===== src/rtl/hazard_pipe_tracker_pkg.sv =====
// hazard_pkg: shared widths, zero-register number and pipeline destination record
package hazard_pkg;
    localparam int REG_ADDR_W = 5;
    localparam logic [REG_ADDR_W-1:0] ZERO_REG = 5'd31;
    typedef struct packed {
        logic [REG_ADDR_W-1:0] rd;
        logic                  reg_write;
        logic                  mem_read;
    } dest_t;
    localparam dest_t BUBBLE = '{rd: ZERO_REG, reg_write: 1'b0, mem_read: 1'b0};
endpackage


===== src/rtl/hazard_pipe_tracker_if.sv =====
// hazard_pipe_tracker_if: decode-side inputs and hazard/forwarding outputs (HAZARD_STATS_EN adds counters)
interface hazard_pipe_tracker_if;
    import hazard_pkg::*;
    logic                  hold;
    logic                  flush;
    logic                  id_valid;
    logic [REG_ADDR_W-1:0] id_rn;
    logic [REG_ADDR_W-1:0] id_rm;
    logic                  id_uses_rm;
    logic [REG_ADDR_W-1:0] id_rd;
    logic                  id_reg_write;
    logic                  id_mem_read;
    logic                  stall;
    logic [REG_ADDR_W-1:0] idex_rd;
    logic                  idex_reg_write;
    logic                  idex_mem_read;
    logic [REG_ADDR_W-1:0] exmem_rd;
    logic                  exmem_reg_write;
    logic [REG_ADDR_W-1:0] memwb_rd;
    logic                  memwb_reg_write;
`ifdef HAZARD_STATS_EN
    logic [31:0]           stall_count;
    logic [31:0]           flush_count;
`endif
    modport master (
        output hold, flush, id_valid, id_rn, id_rm, id_uses_rm, id_rd, id_reg_write, id_mem_read,
        input  stall, idex_rd, idex_reg_write, idex_mem_read, exmem_rd, exmem_reg_write,
               memwb_rd, memwb_reg_write
`ifdef HAZARD_STATS_EN
        , input stall_count, flush_count
`endif
    );
    modport slave (
        input  hold, flush, id_valid, id_rn, id_rm, id_uses_rm, id_rd, id_reg_write, id_mem_read,
        output stall, idex_rd, idex_reg_write, idex_mem_read, exmem_rd, exmem_reg_write,
               memwb_rd, memwb_reg_write
`ifdef HAZARD_STATS_EN
        , output stall_count, flush_count
`endif
    );
endinterface


===== src/rtl/hazard_pipe_tracker_dest_reg.sv =====
// pipe_dest_reg: one pipeline stage of destination metadata with hold and bubble injection
module pipe_dest_reg
    import hazard_pkg::*;
(
    input  logic  clk,
    input  logic  reset,
    input  logic  i_hold,
    input  logic  i_bubble,
    input  dest_t i_d,
    output dest_t o_q
);
    dest_t r_q;
    // reset and bubble both load the empty record; hold freezes the stage
    always_ff @(posedge clk) begin
        if (reset)
            r_q <= BUBBLE;
        else if (!i_hold)
            r_q <= i_bubble ? BUBBLE : i_d;
    end
    assign o_q = r_q;
endmodule


===== src/rtl/hazard_pipe_tracker.sv =====
// hazard_pipe_tracker: rd/RegWrite/MemRead tracking through ID/EX, EX/MEM, MEM/WB with load-use stall (HAZARD_STATS_EN adds counters)
module hazard_pipe_tracker
    import hazard_pkg::*;
(
    input  logic                  clk,
    input  logic                  reset,
    hazard_pipe_tracker_if.slave  bus
);
    dest_t w_id_d;
    dest_t w_idex;
    dest_t w_exmem;
    dest_t w_memwb;
    logic  w_stall;
    // decode fields become a record; writes to XZR are stored as non-writing
    always_comb begin
        w_id_d = bus.id_valid ? dest_t'{rd: bus.id_rd,
                                        reg_write: bus.id_reg_write & (bus.id_rd != ZERO_REG),
                                        mem_read: bus.id_mem_read} : BUBBLE;
        w_stall = bus.id_valid & w_idex.mem_read & (w_idex.rd != ZERO_REG)
                & ((w_idex.rd == bus.id_rn) | (bus.id_uses_rm & (w_idex.rd == bus.id_rm)));
    end
    pipe_dest_reg u_idex (
        .clk(clk), .reset(reset), .i_hold(bus.hold), .i_bubble(bus.flush | w_stall),
        .i_d(w_id_d), .o_q(w_idex)
    );
    pipe_dest_reg u_exmem (
        .clk(clk), .reset(reset), .i_hold(bus.hold), .i_bubble(1'b0),
        .i_d(w_idex), .o_q(w_exmem)
    );
    pipe_dest_reg u_memwb (
        .clk(clk), .reset(reset), .i_hold(bus.hold), .i_bubble(1'b0),
        .i_d(w_exmem), .o_q(w_memwb)
    );
    assign bus.stall           = w_stall;
    assign bus.idex_rd         = w_idex.rd;
    assign bus.idex_reg_write  = w_idex.reg_write;
    assign bus.idex_mem_read   = w_idex.mem_read;
    assign bus.exmem_rd        = w_exmem.rd;
    assign bus.exmem_reg_write = w_exmem.reg_write;
    assign bus.memwb_rd        = w_memwb.rd;
    assign bus.memwb_reg_write = w_memwb.reg_write;
`ifdef HAZARD_STATS_EN
    logic [31:0] r_stall_count;
    logic [31:0] r_flush_count;
    // count only honoured events: flush outranks stall, hold suppresses both; saturating
    always_ff @(posedge clk) begin
        if (reset) begin
            r_stall_count <= '0;
            r_flush_count <= '0;
        end else if (!bus.hold) begin
            if (bus.flush && r_flush_count != 32'hFFFF_FFFF)
                r_flush_count <= r_flush_count + 32'd1;
            if (!bus.flush && w_stall && r_stall_count != 32'hFFFF_FFFF)
                r_stall_count <= r_stall_count + 32'd1;
        end
    end
    assign bus.stall_count = r_stall_count;
    assign bus.flush_count = r_flush_count;
`endif
endmodule

===== src/flat_wrapper.sv =====
// flat-port wrapper written by rule: the top's interface ports become plain ports
module hazard_pipe_tracker_flat import hazard_pkg::*;
  (clk, reset, bus_hold, bus_flush, bus_id_valid, bus_id_rn, bus_id_rm, bus_id_uses_rm, bus_id_rd, bus_id_reg_write, bus_id_mem_read, bus_stall, bus_idex_rd, bus_idex_reg_write, bus_idex_mem_read, bus_exmem_rd, bus_exmem_reg_write, bus_memwb_rd, bus_memwb_reg_write);
  hazard_pipe_tracker_if bus_i ();
  input  logic clk;
  input  logic reset;
  input wire logic [$bits(bus_i.hold)-1:0] bus_hold;
  input wire logic [$bits(bus_i.flush)-1:0] bus_flush;
  input wire logic [$bits(bus_i.id_valid)-1:0] bus_id_valid;
  input wire logic [$bits(bus_i.id_rn)-1:0] bus_id_rn;
  input wire logic [$bits(bus_i.id_rm)-1:0] bus_id_rm;
  input wire logic [$bits(bus_i.id_uses_rm)-1:0] bus_id_uses_rm;
  input wire logic [$bits(bus_i.id_rd)-1:0] bus_id_rd;
  input wire logic [$bits(bus_i.id_reg_write)-1:0] bus_id_reg_write;
  input wire logic [$bits(bus_i.id_mem_read)-1:0] bus_id_mem_read;
  output wire logic [$bits(bus_i.stall)-1:0] bus_stall;
  output wire logic [$bits(bus_i.idex_rd)-1:0] bus_idex_rd;
  output wire logic [$bits(bus_i.idex_reg_write)-1:0] bus_idex_reg_write;
  output wire logic [$bits(bus_i.idex_mem_read)-1:0] bus_idex_mem_read;
  output wire logic [$bits(bus_i.exmem_rd)-1:0] bus_exmem_rd;
  output wire logic [$bits(bus_i.exmem_reg_write)-1:0] bus_exmem_reg_write;
  output wire logic [$bits(bus_i.memwb_rd)-1:0] bus_memwb_rd;
  output wire logic [$bits(bus_i.memwb_reg_write)-1:0] bus_memwb_reg_write;
  assign bus_i.hold = bus_hold;
  assign bus_i.flush = bus_flush;
  assign bus_i.id_valid = bus_id_valid;
  assign bus_i.id_rn = bus_id_rn;
  assign bus_i.id_rm = bus_id_rm;
  assign bus_i.id_uses_rm = bus_id_uses_rm;
  assign bus_i.id_rd = bus_id_rd;
  assign bus_i.id_reg_write = bus_id_reg_write;
  assign bus_i.id_mem_read = bus_id_mem_read;
  assign bus_stall = bus_i.stall;
  assign bus_idex_rd = bus_i.idex_rd;
  assign bus_idex_reg_write = bus_i.idex_reg_write;
  assign bus_idex_mem_read = bus_i.idex_mem_read;
  assign bus_exmem_rd = bus_i.exmem_rd;
  assign bus_exmem_reg_write = bus_i.exmem_reg_write;
  assign bus_memwb_rd = bus_i.memwb_rd;
  assign bus_memwb_reg_write = bus_i.memwb_reg_write;
  hazard_pipe_tracker u_core (.clk(clk), .reset(reset), .bus(bus_i));
endmodule

===== config.mk =====
export PLATFORM = sky130hd
export DESIGN_NAME = hazard_pipe_tracker_flat
export DESIGN_NICKNAME = d
export VERILOG_FILES = /design/src/rtl/hazard_pipe_tracker_pkg.sv /design/src/rtl/hazard_pipe_tracker_if.sv /design/src/rtl/hazard_pipe_tracker_dest_reg.sv /design/src/rtl/hazard_pipe_tracker.sv /design/src/flat_wrapper.sv
export SDC_FILE = /design/constraint.sdc
export NUM_CORES = 1
export LEC_CHECK = 0
export CAP_MARGIN = 0
export CORE_MARGIN = 1.5
export CORE_UTILIZATION = 41
export CTS_CLUSTER_DIAMETER = 100
export CTS_CLUSTER_SIZE = 14
export DETAILED_ROUTE_END_ITERATION = 10
export GPL_TIMING_DRIVEN = 0
export PLACE_DENSITY = 0.81
export SYNTH_ARGS = -nofsm -noshare
export SYNTH_HDL_FRONTEND = slang
export SYNTH_SLANG_ARGS = --single-unit

===== constraint.sdc =====
create_clock -name clk -period 2.4 [get_ports clk]
set_clock_uncertainty 0.1 [all_clocks]
set_input_delay 0.24 -clock clk [delete_from_list [all_inputs] [get_ports clk]]
set_output_delay 0.24 -clock clk [all_outputs]
set_load 0.1 [all_outputs]

## Word-level counts from Yosys, hierarchy flattened

Index checks and enable logic that the tools add are counted.

- Register bits after elaboration: 19
- Input bits: 23
- Output and inout port bits: 20
- Word-level logic and storage cells: 20

- Equality and inequality tests: 4
- Mux-type cells: 2
- Bitwise gates (word level): 7

Operators with widths:

| cell | count |
|---|---|
| 7-bit 2-to-1 mux | 2 |
| 5-bit equality test | 2 |
| 5-bit inequality test, second input constant | 2 |
| 1-bit bitwise AND | 5 |
| 1-bit bitwise OR | 2 |

## Logic depth before layout (Yosys ltp)

- Depth in word-level cells: 6
- Gate-level depth with buffers: 5
- Gate-level depth less buffers: 5

## By module

A second synthesis with hierarchy kept.

- Cells, all modules: 119
- Area, all modules: 1014.7 µm²

By module, submodules not included:

| module | instances | cells each | area each (µm²) | seq. area each (µm²) |
|---|---|---|---|---|
| pipe_dest_reg | 3 | 30 | 272.8 | 140.1 |
| hazard_pipe_tracker | 1 | 29 | 196.4 | 0.0 |

## Worst setup path after synthesis

OpenSTA, ideal clock, no wires.

- Kind: reg2out
- Start: register u_core.u_idex.r_q, in the netlist u_core.u_idex.o_q[5]
- End: output bus_stall
- Arrival time: 2.780 ns
- Required time: 2.060 ns
- Setup slack: -0.720 ns
- Stages on the path, launching flop included: 6
- Path buffers: 0
- Cell sequence: dfxtp_1 -> xor2_1 -> nor4_2 -> nand3_1 -> a221oi_4 -> and2_1

- Cells in the longest elaborated chain, start to end: 4
- Elaborated cells between the ends (all ways): 7
- Classes of those cells: 3 x eq/ne; 4 x bitwise

Ends and longest elaborated chain:

| element | RTL line | text |
|---|---|---|
| start, declared | hazard_pipe_tracker_dest_reg.sv:12 | `dest_t r_q;` |
| start signal, assigned | hazard_pipe_tracker_dest_reg.sv:18 | `r_q <= i_bubble ? BUBBLE : i_d;` |
| 5-bit equality test | hazard_pipe_tracker.sv:20 | `& ((w_idex.rd == bus.id_rn) \| (bus.id_uses_rm & (w_idex.rd == bus.id_rm)));` |
| 1-bit bitwise AND | hazard_pipe_tracker.sv:20 |  |
| 1-bit bitwise OR | hazard_pipe_tracker.sv:20 |  |
| 1-bit bitwise AND * | hazard_pipe_tracker.sv:20 |  |
| end, declared | flat_wrapper.sv:16 | `output wire logic [$bits(bus_i.stall)-1:0] bus_stall;` |

Mark *: on every way between the ends. The rest lies on a longest branch, timed or not.

## Worst setup path in the final report

- Start: register u_core.u_idex.r_q, in the netlist u_core.u_idex.o_q[4]
- End: output bus_stall

The elaborated chain is that of the path after synthesis.

==> impl_metrics.tcl <==
set metrics [dict create \
    status "completed" \
    rsz0062_at_grt "false" \
    crit_required_ns 2.06 \
    postRouteWirelength_um 2140 \
    crit_chain "xor2_1, nor4_2, nand3_1, a221oi_4, and2_4, buf_12" \
    tritoncts "built" \
    hold_viol 0 \
    max_freq_mhz 439 \
    fin_crit_sh_pct 94.9 \
    post-place-ws_ns -0.992 \
    crit_family "simple AND/OR/NAND/NOR gates" \
    clockBufferDepth 2 \
    routedWlPerCell_um 14.0 \
    p_leak_nw 0.490 \
    setup_slack_ns 0.122 \
    grt_pass1_wl_um 3570 \
    n_antenna_cell 0 \
    dr.first_iter.drc_count 5 \
    port_buffers 42 \
    fin_cells 153 \
    layout-drive-gt1-share_pct 15.9 \
    nNetsFinal 150 \
    die_x_um 48.5 \
    arrival_ns 1.94 \
    initial_utilization_pct 43.2 \
    final_area_um2 1350 \
    grt_max_degree 11 \
    fillers 173 \
    vdd_drop_max_mv 0.380 \
    rows 16 \
    tightestPinTransition_ns 0.976 \
    dpl_cell_area_um2 1310 \
    max_slew_margin_pct 34.7 \
    viasPerCell 5.05 \
    io_pins 43 \
    netlist.top_cell.by_area "dfxtp_1" \
    synth_nets 102 \
    path_clk_slew_ns 0.10 \
    cts.sinks 19 \
    syn-cell-area_um2 847 \
    hp-class "reg -> reg" \
    ys_types 22 \
    core_area_um2 1960 \
    die_h_um 48.5 \
    vias 772 \
    grt_pass1_vias 780 \
    setup_viol 0 \
    gp_congestion 0.717 \
    ys_ff_latch 19 \
    die_area_um2 2350 \
    post-place-cells 148 \
    synth_area_leaders "dfxtp_1 45%, a211o_1 10%, nor2b_1 7.4%" \
    syn_inst 79 \
    powerDensity_nw_per_um2 518 \
    yosys_warnings 0 \
    cts_root_buffer "clkbuf_4" \
    synth_top_cell_area_share_pct 44.9 \
    drtAntennaViolNets 0 \
    track_usage_pct 19.6 \
    gr-total-overflow 0 \
    crit_buf_inv 1 \
    drc 0 \
    cp-start-kind "flip-flop" \
    h-tree-depth 1 \
    holdWs_ns 0.372 \
    slew_viol_final 0 \
    drtPass1Iterations 4 \
    area_growth_pct 59.8 \
    cts-buffers-inserted 3 \
    period_minus_slack_ns 2.28 \
    clk_latency_ns 0.29 \
    endpoint_kind "output port" \
    avgSynthCellArea_um2 10.7 \
    antenna_found_initial 0 \
    crit_fanout 6 \
    ys_seq_area_share_pct 44.9 \
    place_hpwl_um 1580 \
    fin_setup_tns_ns 0 \
    slowest_stage "dfxtp_2" \
    cp_slowest_stage_delay_ns 0.38 \
    cap_violations 0 \
    crit_type "reg -> out" \
]
-- layer usage --
layer,up-vias,GRT usage [%],wire length (um)
met4,0,7.14,32
met1,348,22.8,1010
met2,34,34.7,960
li1,385,-,-
met5,-,0,0
met3,5,4.94,134
-- power by group --
group          leakage, nW  switching [mW]  total (mW)  internal, mW
Sequential           0.154          0.0110       0.339         0.328
Clock               0.0150          0.0911       0.156        0.0647
Combinational        0.322           0.130       0.206        0.0761
Total                0.490           0.233       0.702         0.469
-- sequential cells by signal (all words and copies together), names as in the netlist --
| register | count |
|---|---|
| u_core.u_exmem.o_q | 6 |
| u_core.u_idex.o_q | 7 |
| u_core.u_memwb.o_q | 6 |
-- cells in the mapped netlist --
cell and number:
dfxtp_1 19, a211o_1 10, nor2b_1 10, xor2_1 7
o32a_2 5, clkbuf_1 3, inv_1 3, nand3_1 3
xnor2_1 3, mux2i_1 2, nor2_1 2, o32ai_1 2
a221oi_4 1, and2_1 1, and4_1 1, buf_2 1
nand2_1 1, nor3_1 1, nor4_2 1, o21ai_0 1
or2b_1 1, or4b_2 1
-- through the flow --
step,utilization (%),power [mW]
after floorplan,-,0.480
after global routing,69.0,0.732
after detailed placement,66.8,0.553
after CTS,68.4,0.709
final,69.0,0.702
after global placement,66.8,0.551
-- layout by cell type, fill, tap and decap left out --
cell type,netlist,routed
nor3_1,1,1
nor2_1,2,2
clkdlybuf4s50_1,0,41
clkbuf_1,3,4
a211o_1,10,10
nand3_1,3,3
o32ai_1,2,2
mux2i_1,2,2
dfxtp_2,0,5
clkbuf_4,0,3
nand2_1,1,1
and2_4,0,1
nor2b_1,10,10
buf_2,1,1
inv_1,3,3
a221oi_4,1,1
or2b_1,1,1
xor2_1,7,7
dfxtp_1,19,14
nor4_2,1,1
and4_1,1,1
buf_12,0,1
buf_4,0,1
o21ai_0,1,1
xnor2_1,3,3
o32a_2,5,5
or4b_2,1,1
-- area by class of cell --
type | instances | area, um2 | area share (%)
multi-input cells | 53 | 442 | 32.6
plain buffers | 4 | 16.3 | 1.20
clock buffers | 4 | 26.3 | 1.94
repair buffers | 43 | 438 | 32.3
well taps | 27 | 33.8 | 2.50
flip-flops and latches | 19 | 387 | 28.6
inverters | 3 | 11.3 | 0.832
-- cells by family after synthesis --
| family | count (synthesis) | synth area share (%) |
|---|---|---|
| xor gates and xnor gates | 10 | 10.3 |
| muxes | 2 | 2.36 |
| and+or+nand+nor | 22 | 16.4 |
| buffers and inverters | 7 | 3.25 |
| DFF | 19 | 44.9 |
| AOI/OAI and AO/OA | 19 | 22.7 |
-- path summary, 6_finish.rpt --
kind / from / end / slack, ns / depth (start not counted)
max reg2reg: u_core.u_idex.o_q[4]$_SDFFE_PP1N_ / u_core.u_idex.o_q[1]$_SDFFE_PP0N_ / 0.61 / 6
min reg2reg: u_core.u_memwb.o_q[6]$_SDFFE_PP1N_ / u_core.u_memwb.o_q[6]$_SDFFE_PP1N_ / 0.37 / 1
max: u_core.u_idex.o_q[4]$_SDFFE_PP1N_ / bus_stall / 0.12 / 6
min: u_core.u_memwb.o_q[6]$_SDFFE_PP1N_ / u_core.u_memwb.o_q[6]$_SDFFE_PP1N_ / 0.37 / 1
-- worst register-to-register path, cell delays in order (launching register included) --
cell	delay [ns]
dfxtp_2	0.38
xor2_1	0.18
nor4_2	0.30
nand3_1	0.18
a221oi_4	0.26
buf_4	0.19
o32ai_1	0.09
-- repair_timing --
action / 4_1_cts / 5_1_grt
resized for setup: 6 / 3
pin swaps: 1 / 2
hold buffers: 0 / 0
endpoints found under the setup margin: 1 / 1
buffers inserted: 1 / 0
Note: power is estimated with default switching activity, not from simulation.
